[src/rtl/stage2_pkg.sv]
// Shared definitions for the stage-2 FP16 datapath sequencer: stage count,
// stage encodings, tile-mode rule and sequencer FSM states.
package stage2_pkg;

  localparam int NUM_STAGES = 7;
  localparam int STG_W      = 3;
  localparam int CNT_W      = 8;

  typedef enum logic [2:0] {
    STG_0        = 3'd0,
    STG_1        = 3'd1,
    STG_2        = 3'd2,
    STG_3        = 3'd3,
    STG_4        = 3'd4,
    STG_5        = 3'd5,
    STG_6        = 3'd6,
    STG_FINISHED = 3'd7
  } stage_e;

  typedef enum logic [1:0] {
    IDLE = 2'd0,
    RUN  = 2'd1,
    DONE = 2'd2
  } seq_state_e;

  // The reconfigurable tile runs in mode 0 only while stage 1 is selected.
  function automatic logic stage_mode(input logic [2:0] stg);
    return (stg != 3'(STG_1));
  endfunction

endpackage

[src/rtl/stage_next_finder.sv]
// Priority encoder: lowest stage with nonzero length at or above the current
// stage (incl_i=1) or strictly above it (incl_i=0); NUM_STAGES when none.
module stage_next_finder #(
  parameter int NUM_STAGES = 7,
  parameter int STG_W      = 3
) (
  input  logic [NUM_STAGES-1:0] mask_i,
  input  logic [STG_W-1:0]      cur_i,
  input  logic                  incl_i,
  output logic [STG_W-1:0]      next_o,
  output logic                  found_o
);

  logic [NUM_STAGES-1:0] cand;

  genvar gi;
  generate
    for (gi = 0; gi < NUM_STAGES; gi++) begin : g_cand
      assign cand[gi] = mask_i[gi] &
                        ((STG_W'(gi) > cur_i) | (incl_i & (STG_W'(gi) == cur_i)));
    end
  endgenerate

  always_comb begin
    next_o  = STG_W'(NUM_STAGES);
    found_o = |cand;
    for (int i = NUM_STAGES - 1; i >= 0; i--) begin
      if (cand[i]) next_o = STG_W'(i);
    end
  end

endmodule

[src/rtl/stage_sequencer.sv]
// Handshaked stage/mode sequencer for the stage-2 FP16 datapath with per-stage
// beat budgets. Optional stall counter enabled by defining STAGE_SEQ_PERF_EN.
module stage_sequencer #(
  parameter int NUM_STAGES = stage2_pkg::NUM_STAGES,
  parameter int CNT_W      = stage2_pkg::CNT_W,
  parameter int STG_W      = stage2_pkg::STG_W
) (
  input  logic             clk_i,
  input  logic             rst_i,
  input  logic             cfg_we_i,
  input  logic [STG_W-1:0] cfg_idx_i,
  input  logic [CNT_W-1:0] cfg_len_i,
  output logic             cfg_err_o,
  input  logic             start_i,
  input  logic             in_valid_i,
  output logic             in_ready_o,
  input  logic             out_ready_i,
  output logic             fire_o,
  output logic [STG_W-1:0] stage_o,
  output logic [CNT_W-1:0] beat_o,
  output logic             last_o,
  output logic             mode_o,
  output logic             busy_o,
  output logic             finished_o,
  output logic             done_o,
  output logic [15:0]      stall_cnt_o
);
  import stage2_pkg::*;

  seq_state_e       state_reg, state_next;
  logic [STG_W-1:0] stage_reg, stage_next;
  logic [CNT_W-1:0] beat_reg, beat_next;
  logic             done_reg, done_next;
  logic             cfg_err_reg;
  logic [CNT_W-1:0] len_reg [NUM_STAGES];

  logic                  cfg_ok;
  logic                  start_go;
  logic [NUM_STAGES-1:0] mask_cur;
  logic [NUM_STAGES-1:0] mask_eff;
  logic [CNT_W-1:0]      cur_len;
  logic                  is_last;
  logic [STG_W-1:0]      start_stage, exit_stage;
  logic                  start_found, exit_found;

  assign cfg_ok   = cfg_we_i & (state_reg != RUN) & (cfg_idx_i < STG_W'(NUM_STAGES));
  assign start_go = start_i & (state_reg != RUN);

  // The start search sees a same-cycle config write as already committed.
  genvar gi;
  generate
    for (gi = 0; gi < NUM_STAGES; gi++) begin : g_len
      always_ff @(posedge clk_i or posedge rst_i) begin
        if (rst_i) begin
          len_reg[gi] <= '0;
        end else if (cfg_ok && (cfg_idx_i == STG_W'(gi))) begin
          len_reg[gi] <= cfg_len_i;
        end
      end
      assign mask_cur[gi] = |len_reg[gi];
      assign mask_eff[gi] = (cfg_ok && (cfg_idx_i == STG_W'(gi))) ? (|cfg_len_i)
                                                                  : mask_cur[gi];
    end
  endgenerate

  stage_next_finder #(.NUM_STAGES(NUM_STAGES), .STG_W(STG_W)) u_start_finder (
    .mask_i  (mask_eff),
    .cur_i   ('0),
    .incl_i  (1'b1),
    .next_o  (start_stage),
    .found_o (start_found)
  );

  stage_next_finder #(.NUM_STAGES(NUM_STAGES), .STG_W(STG_W)) u_exit_finder (
    .mask_i  (mask_cur),
    .cur_i   (stage_reg),
    .incl_i  (1'b0),
    .next_o  (exit_stage),
    .found_o (exit_found)
  );

  always_comb begin
    cur_len = '0;
    for (int i = 0; i < NUM_STAGES; i++) begin
      if (stage_reg == STG_W'(i)) cur_len = len_reg[i];
    end
  end

  assign is_last    = (state_reg == RUN) & (beat_reg == cur_len - CNT_W'(1));
  assign in_ready_o = (state_reg == RUN) & out_ready_i;
  assign fire_o     = in_valid_i & in_ready_o;

  always_comb begin
    state_next = state_reg;
    stage_next = stage_reg;
    beat_next  = beat_reg;
    done_next  = 1'b0;
    case (state_reg)
      IDLE, DONE: begin
        if (start_i) begin
          beat_next  = '0;
          stage_next = start_stage;
          if (start_found) begin
            state_next = RUN;
          end else begin
            state_next = DONE;
            done_next  = 1'b1;
          end
        end
      end
      RUN: begin
        if (fire_o) begin
          if (is_last) begin
            beat_next  = '0;
            stage_next = exit_stage;
            if (!exit_found) begin
              state_next = DONE;
              done_next  = 1'b1;
            end
          end else begin
            beat_next = beat_reg + CNT_W'(1);
          end
        end
      end
      default: begin
        state_next = IDLE;
        stage_next = '0;
        beat_next  = '0;
      end
    endcase
  end

  always_ff @(posedge clk_i or posedge rst_i) begin
    if (rst_i) begin
      state_reg   <= IDLE;
      stage_reg   <= '0;
      beat_reg    <= '0;
      done_reg    <= 1'b0;
      cfg_err_reg <= 1'b0;
    end else begin
      state_reg   <= state_next;
      stage_reg   <= stage_next;
      beat_reg    <= beat_next;
      done_reg    <= done_next;
      cfg_err_reg <= cfg_we_i & ~cfg_ok;
    end
  end

  assign stage_o    = stage_reg;
  assign beat_o     = beat_reg;
  assign last_o     = is_last;
  assign mode_o     = (stage_reg != STG_W'(STG_1));
  assign busy_o     = (state_reg == RUN);
  assign finished_o = (state_reg == DONE);
  assign done_o     = done_reg;
  assign cfg_err_o  = cfg_err_reg;

`ifdef STAGE_SEQ_PERF_EN
  logic [15:0] stall_cnt_reg;

  always_ff @(posedge clk_i or posedge rst_i) begin
    if (rst_i) begin
      stall_cnt_reg <= '0;
    end else if (start_go) begin
      stall_cnt_reg <= '0;
    end else if ((state_reg == RUN) && !fire_o && (stall_cnt_reg != 16'hFFFF)) begin
      stall_cnt_reg <= stall_cnt_reg + 16'd1;
    end
  end

  assign stall_cnt_o = stall_cnt_reg;
`else
  assign stall_cnt_o = 16'd0;
`endif

endmodule

[config.mk]
export PLATFORM = sky130hd
export DESIGN_NAME = stage_sequencer
export DESIGN_NICKNAME = d
export VERILOG_FILES = /design/src/rtl/stage2_pkg.sv /design/src/rtl/stage_next_finder.sv /design/src/rtl/stage_sequencer.sv
export SDC_FILE = /design/constraint.sdc
export NUM_CORES = 1
export LEC_CHECK = 0
export CAP_MARGIN = 5
export CORE_ASPECT_RATIO = 1.2
export CORE_UTILIZATION = 40
export DETAILED_ROUTE_END_ITERATION = 8
export SYNTH_ARGS = -nofsm -noshare
export SYNTH_HDL_FRONTEND = slang
export SYNTH_SLANG_ARGS = --single-unit
[constraint.sdc]
create_clock -name clk_i -period 6.9 [get_ports clk_i]
set_input_delay 0.69 -clock clk_i [delete_from_list [all_inputs] [get_ports clk_i]]
set_output_delay 0.69 -clock clk_i [all_outputs]
set_load 0.1 [all_outputs]
==> results of run 1 <==
layout make-up:
| class | count | area, sq um | share of cell area |
|---|---|---|---|
| well taps | 132 | 165 | 0.0316 |
| clock inverters | 3 | 25.0 | 0.00479 |
| flip-flops and latches | 71 | 1780 | 0.340 |
| repair buffers | 38 | 373 | 0.0713 |
| clock buffers | 13 | 270 | 0.0517 |
| inverters | 13 | 48.8 | 0.00933 |
| multi-input cells | 349 | 2570 | 0.492 |
how the worst max path moves through the flow:
stage | to | slack (ps) | depth (start not counted) | startpoint
finish | last_o | 1400 | 8 | stage_o[0]
global route | last_o | 1130 | 8 | stage_o[0]
CTS | last_o | 1390 | 8 | stage_o[0]
detailed placement | last_o | 1760 | 8 | stage_o[0]
global placement | last_o | 1790 | 8 | stage_o[0]
floorplan | last_o | 2110 | 11 | stage_o[1]
Yosys cell counts, drive strengths merged (2+ instances only):
library cell / instances
dfrtp: 71
a21o: 5
and2: 8
nand4: 4
ha: 2
nand3: 7
o21ai: 23
a22o: 3
xnor2: 5
nor4b: 2
buf: 27
o31ai: 5
nand2b: 6
o22ai: 10
inv: 12
a21oi: 17
a31oi: 4
a22oi: 2
clkbuf: 5
a21boi: 2
nor2: 23
mux2: 66
nor2b: 14
nor3: 11
o2bb2ai: 3
a2bb2oi: 5
and4b: 2
nand2: 41
o2111ai: 2
mux2i: 12
o211a: 3
nor4: 19
and3b: 2
nor3b: 2
and4: 2
cells by family (layout without fill, tap and decap cells):
family / after synthesis / after routing / synth area share
multiplexers: 79 / 79 / 0.199
flip-flops: 71 / 71 / 0.390
AO/OA/AOI/OAI: 96 / 96 / 0.151
buffers and inverters: 45 / 67 / 0.0574
other: 1 / 16 / 0.000824
adder cells (fa/ha/maj): 2 / 2 / 0.00550
AND/OR/NAND/NOR: 150 / 150 / 0.184
XOR/XNOR: 6 / 6 / 0.0115
power breakdown:
| part | leakage, uW | switching, uW | internal (uW) |
|---|---|---|---|
| registers | 0.000962 | 31.9 | 435 |
| clock network | 0.000142 | 182 | 275 |
| logic | 0.00131 | 258 | 90.4 |
per-layer routing:
layer	vias to the layer above	global-route usage	wire, um
li1	1712	-	-
met1	1758	0.279	5290
met2	114	0.365	5890
met3	23	0.0276	527
met4	0	0.0938	317
met5	-	0	0
metrics by stage:
| step | instances | worst slack (ps) |
|---|---|---|
| 6_report | 619 | 1400 |
| 5_1_grt | 619 | 1130 |
| 4_1_cts | 619 | 1390 |
| 3_5_place_dp | 603 | 1760 |
| 3_3_place_gp | 603 | 1790 |
| 2_1_floorplan | 465 | 2110 |
placed cells by master, fill, tap and decap left out, types with 3 or more instances in the layout:
cell / count
o22ai_1: 9
inv_1: 10
a22o_1: 3
and2_1: 8
mux2_2: 60
nand4_1: 4
nand3_1: 7
o2bb2ai_1: 3
a2bb2oi_1: 4
clkbuf_8: 3
a31oi_1: 4
o211a_1: 3
nor4_1: 18
conb_1: 16
a21oi_1: 15
o31ai_1: 5
xnor2_1: 5
clkdlybuf4s50_1: 35
a21o_1: 5
nor3_1: 9
nand2_1: 41
o21ai_0: 17
mux2_4: 4
dfrtp_1: 71
buf_4: 3
clkbuf_16: 9
nand2b_1: 6
o21ai_1: 5
mux2i_1: 12
nor2_1: 23
nor2b_1: 13
==> summary.txt, run 1 <==
Final layout
  – Core Util, Final: 0.474
  – # diodes: 0
  – Cell area after layout: 0.00523 sq mm
  – Nets: 501
  – Layout area overhead: 14.9%
  – Max reg flops: 56
  – Fillers: 1053
  – Ratio of cells with drive above 1 in the final layout: 0.205

STA
  – Tcrit/Tclk final: 0.797
  – Hold Fails Final Rpt: 0
  – Max transition margin: 0.203
  – FMAX: 182 MHz
  – Final setup vio count: 0
  – Hold Slack: 535 ps
  – Clock skew: 8.01 ps
  – Post-Route Setup TNS: 0 ps
  – Worst slew pin tran: 1190 ps
  – Final Max Slew Viols: 0
  – RSZ-0062 raised after global routing: no
  – Tmin final: 5500 ps

Placement
  – DP Wirelength: 8.90 mm
  – Port bufs: 35
  – Placed inst area: 0.00493 sq mm
  – RD Place Congestion: 0.908

Worst setup path
  – Slowest stage cell, crit path: clkdlybuf4s50_1
  – Crit path max fanout: 33
  – CP peak stage delay: 1150 ps
  – Reg2Reg Setup Slack: 3010 ps
  – R2R Path End: stage_o[1]
  – Worst r2r src: stage_o[0]
  – Worst reg2reg path depth: 8
  – Crit-path cells: mux4_1 -> mux2i_1 -> and4b_1 -> and2_1 -> and4_1 -> o2111ai_1 -> nor2_1 -> clkdlybuf4s50_1
  – WP buf/inv: 1
  – WP data required: 6210 ps
  – CP Data Arrival Time: 4810 ps
  – Crit. End Element: primary output
  – Delay-heaviest family, CP: buffers and inverters
  – CP Class: reg2out
  – CP startpoint kind: flop

Pwr
  – Maximum VDD drop: 0.141 mV
  – Power density over the cells: 243 mW/mm^2
  – P_leak: 0.00241 uW
  – Design Power: 1270 uW

Die
  – Ports: 52
  – Initial Util: 0.412
  – Row count: 42
  – Die height: 119 um
  – Core area: 0.0110 sq mm
  – Die area: 0.0118 sq mm
  – Chip Width: 99.4 um

Yosys
  – Top post-synthesis cells by area: dfrtp_1 (39%), mux2_2 (15%), nand2_1 (3.4%)
  – Asr flop ratio synth: 1.00
  – Seq/Total Area, Yosys: 0.390
  – Top-area cell type share of the netlist area: 0.390
  – Avg Cell Area, Syn: 10.1 sq um
  – Synthesized area: 0.00455 sq mm
  – Yosys reg bits: 71
  – Post-synthesis cell type count: 73
  – Post-synth top area cell: dfrtp_1
  – Most common flop cell mapped by yosys: dfrtp_1
  – Post-synth EDFFs: 0
  – YS warnings: 0
  – Synth Instances: 450

Global route
  – Vias in the first global route: 3609
  – Gr usage total: 0.217
  – Largest net degree at the start of global routing: 72
  – Initial antenna violation count: 0
  – Total gr overflow: 0
  – Global-route wire length before repair: 19.5 mm

Hold path
  – Worst min-delay path class: reg2reg
  – Hold path start: len_reg[20]
  – Hold path endpoint: len_reg[20]
  – Hold Path Depth: 1

Run
  – Max-cap violations: 0

Route
  – Pre-Repair DR Iteration Count: 4
  – Iter 0 DRT Violations: 217
  – Post-DR wirelength/cell: 19.4 um
  – Final WL: 12.0 mm
  – Via density: 5.83
  – Routed via count: 3607
  – ANT nets after route: 0
  – Residual DRC: 0

CTS
  – Clock slew at reported path FFs: 60 ps
  – Worst skew pair latency: 340 ps
  – CTS tree: built
  – Root Driver: clkbuf_16
  – CTS Buffer Depth: 2
  – H-tree levels: 3
  – Post-CTS sizing: 0
  – Setup Buffers After CTS: 0
  – Clk sinks: 71
  – CTS Buf Count: 9
  – CTS Hold Bufs: 0

Run status
  – Status: completed
No activity file was read; power rests on OpenSTA's default activity.
==> inputs of run 2 (changes only) <==
==> constraint.sdc (replaced) <==
create_clock -name clk_i -period 5 [get_ports clk_i]
set_input_delay 0.5 -clock clk_i [delete_from_list [all_inputs] [get_ports clk_i]]
set_output_delay 0.5 -clock clk_i [all_outputs]
set_load 0.1 [all_outputs]
==> summary.txt, run 2 (same netlist as run 1, synthesis figures left out) <==
Pwr
  – Comb pwr share: 0.272 (was 0.274)
  – Pint: 1100 uW (was 800 uW)
  – Clock network power share: 0.362 (was 0.359)
  – Switching power: 655 uW (was 472 uW)
  – P_leak: 0.00242 uW (was 0.00241 uW)
  – Power density over the cells: 336 mW/mm^2 (was 243 mW/mm^2)
  – Sequential power share: 0.366 (was 0.367)
  – Switching Fraction: 0.372 (was 0.371)
  – Maximum VDD drop: 0.190 mV (was 0.141 mV)

Die
  – Core area: 0.0110 sq mm (unchanged)
  – Ports: 52 (unchanged)
  – Row count: 42 (unchanged)
  – Chip Width: 99.4 um (unchanged)
  – Initial Util: 0.412 (unchanged)
  – Die area: 0.0118 sq mm (unchanged)
  – Die height: 119 um (unchanged)

STA
  – Worst slew pin tran: 1040 ps (was 1190 ps)
  – Max transition margin: 0.305 (was 0.203)
  – Tcrit/Tclk final: 0.849
  – Post-Route Setup TNS: 0 ps (unchanged)
  – Hold Fails Final Rpt: 0 (unchanged)
  – Final setup vio count: 0 (unchanged)
  – Clock skew: 7.16 ps (was 8.01 ps)
  – FMAX: 235 MHz
  – Final Max Slew Viols: 0 (unchanged)
  – Tmin final: 4250 ps
  – RSZ-0062 raised after global routing: no (unchanged)

Route
  – Post-DR wirelength/cell: 19.5 um (was 19.4 um)
  – Residual DRC: 0 (unchanged)
  – ANT nets after route: 0 (unchanged)
  – Final WL: 12.1 mm (was 12.0 mm)
  – Via density: 5.84 (was 5.83)
  – Pre-Repair DR Iteration Count: 5 (was 4)
  – Routed via count: 3627 (was 3607)
  – Iter 0 DRT Violations: 250 (was 217)

CTS
  – CTS tree: built (unchanged)
  – Clk sinks: 71 (unchanged)
  – Root Driver: clkbuf_16 (unchanged)
  – Worst skew pair latency: 350 ps (was 340 ps)
  – CTS Hold Bufs: 0 (unchanged)
  – Setup Buffers After CTS: 0 (unchanged)
  – Clock slew at reported path FFs: 60 ps (about the same)
  – H-tree levels: 3 (unchanged)
  – CTS Buffer Depth: 2 (unchanged)
  – CTS Buf Count: 9 (unchanged)
  – Post-CTS sizing: 0 (unchanged)

Final layout
  – Layout area overhead: 15.1% (was 14.9%)
  – Most common cell after layout, fill and taps aside: dfrtp_1 (unchanged)
  – Area taken by multi-input logic gates: 0.00257 sq mm (unchanged)
  – Ratio of cells with drive above 1 in the final layout: 0.211 (was 0.205)
  – Max reg flops: 56 (unchanged)
  – Register area: 0.00178 sq mm (unchanged)
  – # diodes: 0 (unchanged)
  – Nets: 503 (was 501)
  – Core Util, Final: 0.475 (was 0.474)
  – Fillers: 1046 (was 1053)
  – Most frequent cells in the layout: dfrtp_1 (71), mux2_2 (60), nand2_1 (41), clkdlybuf4s50_1 (34), nor2_1 (23) (was dfrtp_1 (71), mux2_2 (60), nand2_1 (41), clkdlybuf4s50_1 (35), nor2_1 (23))

Worst setup path
  – Crit. End Element: primary output (unchanged)
  – CP Class: reg2out (unchanged)
  – WP data required: 4500 ps (was 6210 ps)
  – CP startpoint kind: flop (unchanged)
  – CP Data Arrival Time: 3750 ps (was 4810 ps)
  – Crit path max fanout: 19 (was 33)

Placement
  – DP Wirelength: 8.94 mm (was 8.90 mm)
  – Port bufs: 35 (unchanged)
  – RD Place Congestion: 0.903 (was 0.908)

Global route
  – Initial antenna violation count: 0 (unchanged)
  – Vias in the first global route: 3562 (was 3609)
  – Largest net degree at the start of global routing: 38 (was 72)
  – Global-route wire length before repair: 19.5 mm (about the same)
  – Gr usage total: 0.216 (was 0.217)
  – Total gr overflow: 0 (unchanged)

Run status
  – Status: completed (unchanged)

Hold path
  – Worst min-delay path class: reg2reg (unchanged)

Run
  – Max-cap violations: 0 (unchanged)
## run 2: cell count changes in the layout (fill, tap and decap cells not counted)
| cell | previous run | this run |
|---|---|---|
| buf_4 | 3 | 6 |
| clkdlybuf4s50_1 | 35 | 34 |
## run 2: final timing paths
kind	start	end	slack, ps	depth (start not counted)
max	stage_o[1]	last_o	750	12
min	len_reg[23]	len_reg[23]	530	1
max reg2reg	stage_o[1]	stage_o[1]	1430	12
min reg2reg	len_reg[23]	len_reg[23]	530	1
max in group asynchronous	rst_i	len_reg[43]	3410	3
min in group asynchronous	rst_i	len_reg[2]	620	2
## run 2: worst max-delay path: stages (launching register included)
cell       delay (ps)
dfrtp_1           750
buf_4             340
mux2_2            360
o22ai_1           190
a21oi_2            70
nor2_1            140
ha_1              260
nand3_1           110
o211a_1           230
o22ai_1           200
o2111ai_1         270
nor2_1            170
buf_4             310
## run 2: power by group through the flow
stage | sequential, uW | clock, uW | combinational (uW)
4_1_cts | 644 | 648 | 479
3_3_place_gp | 654 | 0 | 474
3_5_place_dp | 655 | 0 | 479
5_1_grt | 652 | 666 | 506
6_report | 644 | 636 | 478
2_1_floorplan | 816 | 0 | 214
## run 2: metal layers
layer,vias up,wire [um],global-route usage
met2,106,5970,0.363
met3,15,460,0.0317
li1,1715,-,-
met1,1791,5460,0.287
met5,-,0,0
met4,0,201,0.0680
## run 2: final cells by class
| type | instances | area share |
|---|---|---|
| multi-input cells | 349 | 0.490 |
| clock buffers | 13 | 0.0516 |
| repair buffers | 40 | 0.0735 |
| clock inverters | 3 | 0.00477 |
| flip-flops and latches | 71 | 0.339 |
| well taps | 132 | 0.0315 |
| inverters | 13 | 0.00931 |
## run 2: per-stage QoR
stage / worst slack (ps) / instances / hold WS [ps] / power, uW / instance area (sq um)
after global routing: 440 / 621 / 559 / 1820 / 5240
after floorplan: 398 / 465 / 494 / 1030 / 4610
final: 753 / 621 / 533 / 1760 / 5240
after detailed placement: 1190 / 605 / 522 / 1130 / 4950
after CTS: 808 / 621 / 536 / 1770 / 5240
after global placement: 1260 / 605 / 516 / 1130 / 4950
==> inputs of run 3 (changes only) <==
==> constraint.sdc (replaced) <==
create_clock -name clk_i -period 4.26 [get_ports clk_i]
set_input_delay 0.426 -clock clk_i [delete_from_list [all_inputs] [get_ports clk_i]]
set_output_delay 0.426 -clock clk_i [all_outputs]
set_load 0.1 [all_outputs]
==> summary.txt, run 3 (same netlist as run 1, synthesis figures left out) <==
Final layout
  – # diodes: 0 (unchanged)
  – Ratio of cells with drive above 1 in the final layout: 0.215 (was 0.211)
  – Register area: 0.00178 sq mm (about the same)
  – Max reg flops: 56 (unchanged)
  – Layout area overhead: 16.6% (was 15.1%)
  – Area taken by multi-input logic gates: 0.00257 sq mm (about the same)
  – Most common cell after layout, fill and taps aside: dfrtp_1 (unchanged)
  – Most frequent cells in the layout: dfrtp_1 (70), mux2_2 (60), nand2_1 (41), clkdlybuf4s50_1 (34), nor2_1 (22) (was dfrtp_1 (71), mux2_2 (60), nand2_1 (41), clkdlybuf4s50_1 (34), nor2_1 (23))
  – Finished Layout Cells: 621 (unchanged)
  – Nets: 503 (unchanged)
  – Fillers: 1025 (was 1046)

Global route
  – Initial antenna violation count: 0 (unchanged)
  – Vias in the first global route: 3678 (was 3562)
  – Gr usage total: 0.222 (was 0.216)
  – Total gr overflow: 0 (unchanged)
  – Global-route wire length before repair: 20.0 mm (was 19.5 mm)
  – Largest net degree at the start of global routing: 42 (was 38)

Run status
  – Status: completed (unchanged)

Route
  – DR WL met3: 548 um (was 460 um)
  – Final WL: 12.3 mm (was 12.1 mm)
  – Met2 routed WL: 5.88 mm (was 5.97 mm)
  – Iter 0 DRT Violations: 274 (was 250)
  – Via density: 6.00 (was 5.84)
  – Routed via count: 3726 (was 3627)
  – ANT nets after route: 0 (unchanged)
  – Residual DRC: 0 (unchanged)
  – Pre-Repair DR Iteration Count: 5 (unchanged)
  – Post-DR wirelength/cell: 19.8 um (was 19.5 um)
  – M1 WL: 5.40 mm (was 5.46 mm)
  – Max Used Layer: met4 (unchanged)

Die
  – Core area: 0.0110 sq mm (unchanged)
  – Die area: 0.0118 sq mm (unchanged)
  – Die height: 119 um (unchanged)
  – Row count: 42 (unchanged)
  – Initial Util: 0.412 (unchanged)
  – Ports: 52 (unchanged)
  – Chip Width: 99.4 um (unchanged)

STA
  – FMAX: 250 MHz
  – Final Max Slew Viols: 0 (unchanged)
  – Hold Slack: 500 ps (was 533 ps)
  – Clock skew: 12.1 ps (was 7.16 ps)
  – Max transition margin: 0.332 (was 0.305)
  – Hold Fails Final Rpt: 0 (unchanged)
  – Final setup vio count: 0 (unchanged)
  – Tcrit/Tclk final: 0.938
  – Tmin final: 4000 ps
  – RSZ-0062 raised after global routing: no (unchanged)
  – Post-Route Setup TNS: 0 ps (unchanged)
  – Worst slew pin tran: 998 ps (was 1040 ps)

CTS
  – CTS tree: built (unchanged)
  – Clk sinks: 71 (unchanged)
  – CTS Buffer Depth: 2 (unchanged)
  – Clock slew at reported path FFs: 70 ps (was 60 ps)
  – CTS Buf Count: 9 (unchanged)
  – Post-CTS sizing: 0 (unchanged)
  – Setup Buffers After CTS: 0 (unchanged)
  – H-tree levels: 3 (unchanged)
  – Worst skew pair latency: 350 ps (about the same)
  – CTS Hold Bufs: 0 (unchanged)
  – Root Driver: clkbuf_16 (unchanged)

Worst setup path
  – CP Class: reg2out (unchanged)
  – Worst r2r src: stage_o[0] (was stage_o[1])
  – CP startpoint kind: flop (unchanged)
  – Worst reg2reg path depth: 8 (was 12)
  – Crit path max fanout: 20 (was 19)
  – Crit. End Element: primary output (unchanged)
  – R2R Path End: stage_o[1] (unchanged)
  – Reg2Reg Setup Slack: 780 ps (was 1430 ps)
  – CP Data Arrival Time: 3570 ps (was 3750 ps)
  – WP data required: 3830 ps (was 4500 ps)

Run
  – Max-cap violations: 0 (unchanged)

Hold path
  – Worst min-delay path class: in2async (was reg2reg)

Placement
  – DP Wirelength: 9.24 mm (was 8.94 mm)
  – Dpl cells: 605 (unchanged)
  – RD Place Congestion: 0.915 (was 0.903)
  – Port bufs: 35 (unchanged)

Pwr
  – Sequential power share: 0.343 (was 0.366)
  – Pint: 1430 uW (was 1100 uW)
  – Switching Fraction: 0.352 (was 0.372)
  – Maximum VDD drop: 0.186 mV (was 0.190 mV)
  – Power density over the cells: 416 mW/mm^2 (was 336 mW/mm^2)
  – Switching power: 777 uW (was 655 uW)
  – Clock network power share: 0.400 (was 0.362)
  – Comb pwr share: 0.256 (was 0.272)
  – P_leak: 0.00245 uW (was 0.00242 uW)
-- run 3: worst max path at each step --
| stage | start | to | slack (ps) | cells past startpoint |
|---|---|---|---|---|
| 2_1_floorplan | stage_o[1] | last_o | 180 | 11 |
| 3_3_place_gp | stage_o[0] | last_o | 780 | 8 |
| 3_5_place_dp | stage_o[0] | last_o | 700 | 8 |
| 4_1_cts | stage_o[0] | last_o | 310 | 8 |
| 5_1_grt | stage_o[1] | last_o | 30 | 11 |
| 6_report | stage_o[1] | last_o | 260 | 10 |
-- run 3: metal layers --
metal | track usage | vias to the layer above
met2 | 0.361 | 124
met1 | 0.283 | 1854
met5 | 0 | -
li1 | - | 1724
met3 | 0.0423 | 24
met4 | 0.108 | 0
-- run 3: per-stage QoR --
step,util,area [sq um],setup WS (ps),power [uW]
floorplan,-,4610,179,1210
global placement,0.450,4960,778,1330
detailed placement,0.450,4960,695,1330
CTS,0.481,5310,305,2220
global route,0.481,5310,31.6,2290
finish,0.481,5310,262,2210
-- run 3: power by group through the flow --
| stage | registers (uW) | clock network [uW] | logic [uW] |
|---|---|---|---|
| 2_1_floorplan | 958 | 0 | 251 |
| 3_3_place_gp | 769 | 0 | 559 |
| 3_5_place_dp | 770 | 0 | 565 |
| 4_1_cts | 758 | 896 | 566 |
| 5_1_grt | 766 | 925 | 596 |
| 6_report | 758 | 883 | 565 |
-- run 3: area by class of cell --
type,count,share of cell area
clock buffers,10,0.0431
multi-input cells,349,0.485
clock inverters,6,0.0219
repair buffers,40,0.0750
inverters,13,0.00919
well taps,132,0.0311
flip-flops and latches,71,0.335
-- run 3: worst max-delay path, stage by stage, from the launching register on --
cell	delay, ps
dfrtp_1	820
nand2b_1	230
a2bb2oi_1	180
o2111ai_1	390
ha_1	340
a21boi_0	240
o31ai_1	100
o22ai_1	210
o2111ai_1	300
nor2_2	220
buf_12	190
